### config.mk
export PLATFORM = sky130hd
export DESIGN_NAME = ace_snoop_dispatcher
export DESIGN_NICKNAME = d
export VERILOG_FILES = /design/src/rtl/ace_pkg.sv /design/src/rtl/ace_snoop_resp_merge.sv /design/src/rtl/ace_snoop_dispatcher.sv
export SDC_FILE = /design/constraint.sdc
export NUM_CORES = 1
export LEC_CHECK = 0
export BUFFER_PORTS_ARGS = -buffer_cell sky130_fd_sc_hd__buf_2
export CAP_MARGIN = 20
export CORE_UTILIZATION = 45
export DETAILED_ROUTE_END_ITERATION = 8
export GPL_TIMING_DRIVEN = 0
export PLACE_DENSITY = 0.84
export RECOVER_POWER = 50
export SETUP_SLACK_MARGIN = 0.3
export SYNTH_ARGS = -nofsm -noshare
export SYNTH_HDL_FRONTEND = slang
export SYNTH_SLANG_ARGS = --single-unit
### constraint.sdc
create_clock -name clk_i -period 1.7 [get_ports clk_i]
set_input_delay 0.255 -clock clk_i [delete_from_list [all_inputs] [get_ports clk_i]]
set_output_delay 0.255 -clock clk_i [all_outputs]
set_load 0.005 [all_outputs]
### src/rtl/ace_pkg.sv
// Shared ACE snoop types: AC snoop opcodes, decoder snoop info, CRRESP bit map and
// the merged snoop result handed back to the CCU read path.
package ace_pkg;

    typedef logic [3:0] acsnoop_t;

    localparam acsnoop_t ReadOnce           = 4'b0000;
    localparam acsnoop_t ReadShared         = 4'b0001;
    localparam acsnoop_t ReadClean          = 4'b0010;
    localparam acsnoop_t ReadNotSharedDirty = 4'b0011;
    localparam acsnoop_t ReadUnique         = 4'b0111;
    localparam acsnoop_t CleanShared        = 4'b1000;
    localparam acsnoop_t CleanInvalid       = 4'b1001;
    localparam acsnoop_t MakeInvalid        = 4'b1101;

    typedef struct packed {
        acsnoop_t snoop_trs;
        logic     accepts_dirty;
        logic     excl_load;
        logic     excl_store;
    } snoop_info_t;

    localparam int unsigned CrDataTransfer = 0;
    localparam int unsigned CrError        = 1;
    localparam int unsigned CrPassDirty    = 2;
    localparam int unsigned CrIsShared     = 3;
    localparam int unsigned CrWasUnique    = 4;

    // Fixed-width source index so the struct does not depend on NumMasters.
    localparam int unsigned SrcWidth = 8;

    typedef struct packed {
        logic                data_transfer;
        logic                error;
        logic                pass_dirty;
        logic                is_shared;
        logic                was_unique;
        logic [SrcWidth-1:0] data_src;
        logic                needs_wb;
        logic                illegal;
        logic                snooped;
        logic                excl_load;
        logic                excl_store;
    } snoop_rsp_t;

endpackage

### src/rtl/ace_snoop_resp_merge.sv
// Combinational merge of one cycle's accepted CR responses into the running
// accumulator, plus lowest-index selection of the data-providing master.
module ace_snoop_resp_merge
    import ace_pkg::*;
#(
    parameter int unsigned NumMasters = 4,
    parameter int unsigned IdxWidth   = (NumMasters > 1) ? $clog2(NumMasters) : 1
) (
    input  logic [4:0]              acc_flags,
    input  logic [NumMasters-1:0]   acc_dt,
    input  logic [NumMasters-1:0]   hs,
    input  logic [5*NumMasters-1:0] cr_resp,
    output logic [4:0]              flags,
    output logic [NumMasters-1:0]   dt,
    output logic [IdxWidth-1:0]     src
);

    always_comb begin
        flags = acc_flags;
        dt    = acc_dt;
        src   = '0;
        for (int m = 0; m < NumMasters; m++) begin
            if (hs[m]) begin
                flags = flags | cr_resp[5*m +: 5];
                dt[m] = dt[m] | cr_resp[5*m + CrDataTransfer];
            end
        end
        // Descending scan so the lowest set index is the last one written.
        for (int m = NumMasters - 1; m >= 0; m--) begin
            if (dt[m]) src = IdxWidth'(m);
        end
    end

endmodule

### src/rtl/ace_snoop_dispatcher.sv
// Broadcasts one decoded read's AC snoop to all non-initiating masters, collects
// their CR responses and returns a single merged result. One transaction at a time.
module ace_snoop_dispatcher
    import ace_pkg::*;
#(
    parameter int unsigned NumMasters = 4,
    parameter int unsigned AddrWidth  = 64,
    parameter int unsigned IdxWidth   = (NumMasters > 1) ? $clog2(NumMasters) : 1
) (
    input  logic                    clk_i,
    input  logic                    rst_i,
    input  logic                    req_valid_i,
    output logic                    req_ready_o,
    input  logic [AddrWidth-1:0]    req_addr_i,
    input  logic [IdxWidth-1:0]     req_init_i,
    input  logic                    req_snooping_i,
    input  logic                    req_illegal_i,
    input  snoop_info_t             req_info_i,
    output logic [NumMasters-1:0]   ac_valid_o,
    input  logic [NumMasters-1:0]   ac_ready_i,
    output logic [AddrWidth-1:0]    ac_addr_o,
    output acsnoop_t                ac_snoop_o,
    input  logic [NumMasters-1:0]   cr_valid_i,
    output logic [NumMasters-1:0]   cr_ready_o,
    input  logic [5*NumMasters-1:0] cr_resp_i,
    output logic                    rsp_valid_o,
    input  logic                    rsp_ready_i,
    output snoop_rsp_t              rsp_o
);

    typedef enum logic [1:0] {Idle, Snoop, Resp} state_e;

    state_e                state, state_next;
    logic [AddrWidth-1:0]  addr;
    snoop_info_t           info;
    logic                  illegal, snooped;
    logic [NumMasters-1:0] ac_pend, cr_pend, dt;
    logic [4:0]            flags;
    logic [IdxWidth-1:0]   src;

    logic [NumMasters-1:0] target, ac_hs, cr_hs, m_dt;
    logic [4:0]            m_flags;
    logic [IdxWidth-1:0]   m_src;
    logic                  accept, go_snoop;

    always_comb begin
        target = '0;
        for (int m = 0; m < NumMasters; m++) target[m] = (req_init_i != IdxWidth'(m));
    end

    assign req_ready_o = (state == Idle);
    assign accept      = req_valid_i && req_ready_o;
    assign go_snoop    = !req_illegal_i && req_snooping_i && (target != '0);

    // A master's CR is only taken once its own AC has been handshaken.
    assign ac_valid_o = ac_pend;
    assign cr_ready_o = cr_pend & ~ac_pend;
    assign ac_hs      = ac_valid_o & ac_ready_i;
    assign cr_hs      = cr_ready_o & cr_valid_i;
    assign ac_addr_o  = addr;
    assign ac_snoop_o = info.snoop_trs;

    ace_snoop_resp_merge #(
        .NumMasters (NumMasters),
        .IdxWidth   (IdxWidth)
    ) u_merge (
        .acc_flags (flags),
        .acc_dt    (dt),
        .hs        (cr_hs),
        .cr_resp   (cr_resp_i),
        .flags     (m_flags),
        .dt        (m_dt),
        .src       (m_src)
    );

    always_comb begin
        state_next = state;
        case (state)
            Idle:  if (accept) state_next = go_snoop ? Snoop : Resp;
            Snoop: if (cr_pend == '0) state_next = Resp;
            Resp:  if (rsp_ready_i) state_next = Idle;
            default: state_next = Idle;
        endcase
    end

    always_ff @(posedge clk_i) begin
        if (rst_i) begin
            state   <= Idle;
            addr    <= '0;
            info    <= '0;
            illegal <= 1'b0;
            snooped <= 1'b0;
            ac_pend <= '0;
            cr_pend <= '0;
            flags   <= '0;
            dt      <= '0;
            src     <= '0;
        end else begin
            state <= state_next;
            if (accept) begin
                addr    <= req_addr_i;
                info    <= req_info_i;
                illegal <= req_illegal_i;
                snooped <= go_snoop;
                ac_pend <= go_snoop ? target : '0;
                cr_pend <= go_snoop ? target : '0;
                flags   <= '0;
                dt      <= '0;
                src     <= '0;
            end else if (state == Snoop) begin
                ac_pend <= ac_pend & ~ac_hs;
                cr_pend <= cr_pend & ~cr_hs;
                flags   <= m_flags;
                dt      <= m_dt;
                src     <= m_src;
            end
        end
    end

    assign rsp_valid_o = (state == Resp);

    always_comb begin
        rsp_o = '0;
        if (state == Resp) begin
            rsp_o.data_transfer = flags[CrDataTransfer];
            rsp_o.error         = flags[CrError];
            rsp_o.pass_dirty    = flags[CrPassDirty];
            rsp_o.is_shared     = flags[CrIsShared];
            rsp_o.was_unique    = flags[CrWasUnique];
            rsp_o.data_src      = flags[CrDataTransfer] ? SrcWidth'(src) : '0;
            rsp_o.needs_wb      = flags[CrPassDirty] & ~info.accepts_dirty;
            rsp_o.illegal       = illegal;
            rsp_o.snooped       = snooped;
            rsp_o.excl_load     = info.excl_load;
            rsp_o.excl_store    = info.excl_store;
        end
    end

endmodule

* Yosys cells after proc, flatten, opt, wreduce, memory -nomap -nowiden
Index checks and enable logic that the tools add are counted.
** Storage, ports and cells
- Input bits :: 107
- Word-level logic and storage cells :: 74
- Output and inout bits :: 96
- Register bits :: 94
** Operators by class
- Equality and inequality tests :: 8
- Reductions and logical operators :: 11
- Bitwise gates (word level) :: 18
- Multiplexer cells :: 24
** Operators by type and width (number)
- bitwise AND 4 bit :: 5
- 2-to-1 mux 4 bit :: 5
- 2-to-1 mux 5 bit :: 4
- bitwise OR 5 bit :: 4
- 2-to-1 mux 18 bit :: 1
- 2-to-1 mux 2 bit :: 9
- inverter 4 bit :: 3
- != test 2 x 1 -> 1 bit (second input constant) :: 3
- != test 2 bit (second input constant) :: 3
- one-hot mux 2 bit (3 select lines) :: 1
- logical NOT 4 bit :: 1
- 2-to-1 mux 1 bit :: 4
- bitwise OR 1 bit :: 4
- nonzero test 2 bit :: 2
- nonzero test 4 bit :: 1
- logical AND 1 bit :: 3
- AND reduction 3 bit :: 1
- equality test 2 x 1 -> 1 bit (second input constant) :: 1
- equality test 2 bit (second input constant) :: 1
- logical NOT 2 bit :: 1
- OR reduction 2 bit :: 1
- bitwise AND 1 bit :: 1
- logical NOT 1 bit :: 1
- inverter 1 bit :: 1

* Longest topological paths before layout
- Depth after elaboration :: 10
- Depth in mapped cells :: 5

* Cells and area by module
From an unflattened synthesis, not the netlist that was laid out.
** Unflattened totals
- Cells, all modules :: 477
- Area total of the unflattened synthesis :: 3796.1 µm²
** Modules (own cells, without submodules)
- ace_snoop_dispatcher :: area an instance 3632.2 µm², cells each 452, sequential area each 1881.8 µm², times used 1
- ace_snoop_resp_merge :: area an instance 163.9 µm², cells each 25, sequential area each 0.0 µm², times used 1

* Least setup slack after synthesis
OpenSTA, ideal clock, no wires.
- Kind :: register -> output
- Start point :: register state[1]
- End point :: output port rsp_o[6] in the netlist's numbering
- Setup slack :: 0.333 ns
- Path buffers :: 1
- Stages on the path, launching flop included :: 4
- Data arrival time :: 1.112 ns
- Cells stage by stage :: dfxtp_1 -> nor2b_1 -> clkbuf_1 -> and3_1
** RTL lines
- from (decl) :: line ace_snoop_dispatcher.sv:33 : state_e state, state_next;
- from (signal assigned) :: line ace_snoop_dispatcher.sv:88 : state <= Idle;
- from (signal assigned) :: line ace_snoop_dispatcher.sv:99 : state <= state_next;
- to (decl) :: line ace_snoop_dispatcher.sv:28 : output snoop_rsp_t rsp_o

* Worst setup path after layout
- Start point :: register cr_pend[3]
- End point :: register state[1]
** On the way
- Word-level cells in the longest chain between the ends :: 3
** Ends and longest elaborated chain
- from (decl) :: line ace_snoop_dispatcher.sv:37 : logic [NumMasters-1:0] ac_pend, cr_pend, dt;
- from (signal assigned) :: line ace_snoop_dispatcher.sv:106 : cr_pend <= go_snoop ? target : '0;
- from (signal assigned) :: line ace_snoop_dispatcher.sv:112 : cr_pend <= cr_pend & ~cr_hs;
- logical NOT 4 bit :: line ace_snoop_dispatcher.sv:80 : Snoop: if (cr_pend == '0) state_next = Resp;
- != test 2 bit (no source line)
- AND reduction 3 bit (no source line)
No other way between the ends.
A chain may end at the register's enable or synchronous reset.

==> metrics <==
Ant. Diodes=0; CTS clk-pin slew, worst paths=around 100 ps; RSZ-0062 raised after global routing=yes; Total Wirelength=11,900 um; Wirelength per Cell=between 10 and 15 um; ranking of synthesized cells by area=dfxtp_1 50%, nand2_1 15%, a21oi_1 9.7%, nand4b_1 4.6%, buf_2 2.4%; row count=33; mean post-synth cell area=slightly above 8 um^2; Die Area=slightly below 0.009 mm^2; Root Buffer=clkbuf_8; most frequent cells in the layout=151 x buf_2, 106 x nand2_1, 93 x dfxtp_1; endpoints failing setup=0; Max VDD drop=541 uV; # placed instances=roughly 770; post-synthesis sequential area ratio=49.5%; Hold Slack=between 100 and 150 ps; reg2reg start=cr_pend[3]$_SDFFE_PP0P_; leading area contributor after synthesis=dfxtp_1; CTS tree=done; I/O Buffers=between 150 and 200; Setup crit start kind=register; arrival time worst endpoint=1900 ps; final worst setup slack=88.8 ps; Slew HR=between 50% and 60%; Reg2Reg Depth=3; status=complete, no violations; worst-skew pair later-pin latency=350 ps; Via-to-Cell Ratio=5.09; hpwl dp=7910 um; nets=roughly 800; P&R area growth vs syn=54.8%; Mapped Area=around 0.0038 mm^2; commonest non-fill, non-tap cell in the layout=buf_2; WHS Path Cells=3; HP Start=req_info_i[5]; Overall Global Routing Usage=23.4%; fin crit period=approximately 1600 ps; pre-CTS setup slack=-29.0 ps; Worst Max-Slew Pin Slew=between 700 and 800 ps; CORE AREA=around 0.0082 mm^2; final worst-path cycle share=between 90% and 100%; Final Non-Filler Cells=just over 800; min-delay worst type=in -> reg; top-area cell type share of the netlist area=49.5%; DRT iter0 DRCs=between 150 and 200; leakage=between 2 and 3 nW; cts bufs inserted=9; Clock Skews=approximately 9.7 ps; Detail Route Antenna Nets=0; global-route wire length before repair=between 15,000 and 20,000 um; Chip Height=93.9 um; largest net degree at the start of global routing=16; Crit. End Element=register; post-synth cell types=39; grt total ovfl=0; io pins=~200; Max Cap Viol=0; Critical Path Fanout Max=9; Ys Warns=0; count of pins over their slew limit=0; Vias=4,101; PwrDens=about 830 mW/mm^2; 1st-pass router iterations=4; FF-to-FF setup slack=between 80 and 90 ps; share of cells above drive strength 1=a little over two fifths; vias in the first global route=roughly 3.7k; H-tree depth=3; fmax=approximately 620 MHz; Die W=between 90 and 100 um; initial antenna violation count=0; Routability Congestion=0.856; post-route DRC violation count=0; Mapped Cells=about 460; worst r2r dst=state[1]$_SDFFE_PP0P_; Worst Setup Path Type=reg -> reg; Starting Density=a little under half; CTS Buffer Depth=2; TritonCTS Sinks=94; flops & latches, synth=94; Fin. Hold Viols=0; WHS Endpoint=ac_snoop_o[2]$_SDFFE_PP0P_; critical path required time=just under 2000 ps
-- routing by layer --
metal  part of all wire (%)  up-vias  GRT usage [%]  wire [um]
met2                     51      160           40.8       6090
met4                    1.8        0           9.36        212
met1                     41     1893           28.1       4860
met5                      0        -              0          0
li1                       -     2028              -          -
met3                    6.1       20           4.61        726
-- critical path: stages (launching register included) --
cell and delay, ps:
dfxtp_1 310, clkbuf_1 200, o41ai_1 760, and4_1 290
-- stage by stage --
stage               power [mW]  cell area, um^2  utilization [%]  setup TNS [ps]
floorplan                 2.79             3820                -               0
global placement          3.11             4930             60.3               0
detailed placement        3.14             4930             60.3           -63.4
finish                    4.90             5880             72.0               0
global route              5.13             5880             72.0               0
CTS                       4.66             5270             64.4               0
-- cell type report --
type	instances	area, um^2
tap	105	131
multi-input combinational	327	2000
buffer	41	360
inverter	5	18.8
sequential	94	1890
clock inverter	4	55.1
clock buffer	12	145
fill	647	2290
timing repair buffer	218	1280
-- synthesized netlist by cell type (all sizes together) --
master and number:
o211ai 1, nand3b 2, o41ai 2, a221o 1, buf 28, nand4b 20, a31oi 2, a211o 1
conb 1, a22o 5, and4b 1, o2111ai 1, dfxtp 94, nand4 6, nor2 6, or2 1
a32o 8, inv 5, and4 1, and3b 3, nand3 3, and2 9, nor2b 7, nand2 153
nand2b 3, and3 3, o21ba 1, o21ai 1, a21o 1, a221oi 1, nor3b 2, a21oi 74
clkbuf 13, or3b 1, nor3 1
-- repair_timing --
action,4_1_cts,5_1_grt
endpoints found under the setup margin,109,104
resized for setup,32,130
pin swaps,1,6
cloned,0,10
setup buffers,4,8
hold buffers,0,0
-- where the power goes --
part	leakage (nW)	switching [mW]	total (mW)	internal, mW
Combinational	1.77	0.486	0.992	0.506
Clock	0.0972	0.766	1.50	0.731
Sequential	0.770	0.0876	2.41	2.33
-- how the worst max path moves through the flow --
stage | from | endpoint | depth (start not counted)
floorplan | state[1]$_SDFFE_PP0P_ | rsp_o[6] | 3
global placement | state[1]$_SDFFE_PP0P_ | rsp_o[6] | 4
detailed placement | state[1]$_SDFFE_PP0P_ | rsp_o[6] | 4
CTS | state[1]$_SDFFE_PP0P_ | rsp_o[6] | 4
global route | state[0]$_SDFFE_PP0P_ | ac_addr_o[37]$_SDFFE_PP0P_ | 7
finish | cr_pend[3]$_SDFFE_PP0P_ | state[1]$_SDFFE_PP0P_ | 3
-- registers in the layout, summed over array words and instances, names as in the netlist --
signal and cells:
snooped 1, illegal 1, src 2, cr_pend 4
ac_valid_o 4, info 3, flags 5, state 2
ac_addr_o 64, dt 4, ac_snoop_o 4
-- cells by family after synthesis --
logic type / synth area share [%]
and+or+nand+nor: 28.4
AOI/OAI and AO/OA: 15.9
DFF: 49.5
buffers and inverters: 6.12
other: 0.0987
Power figures use the tool's default switching activity.
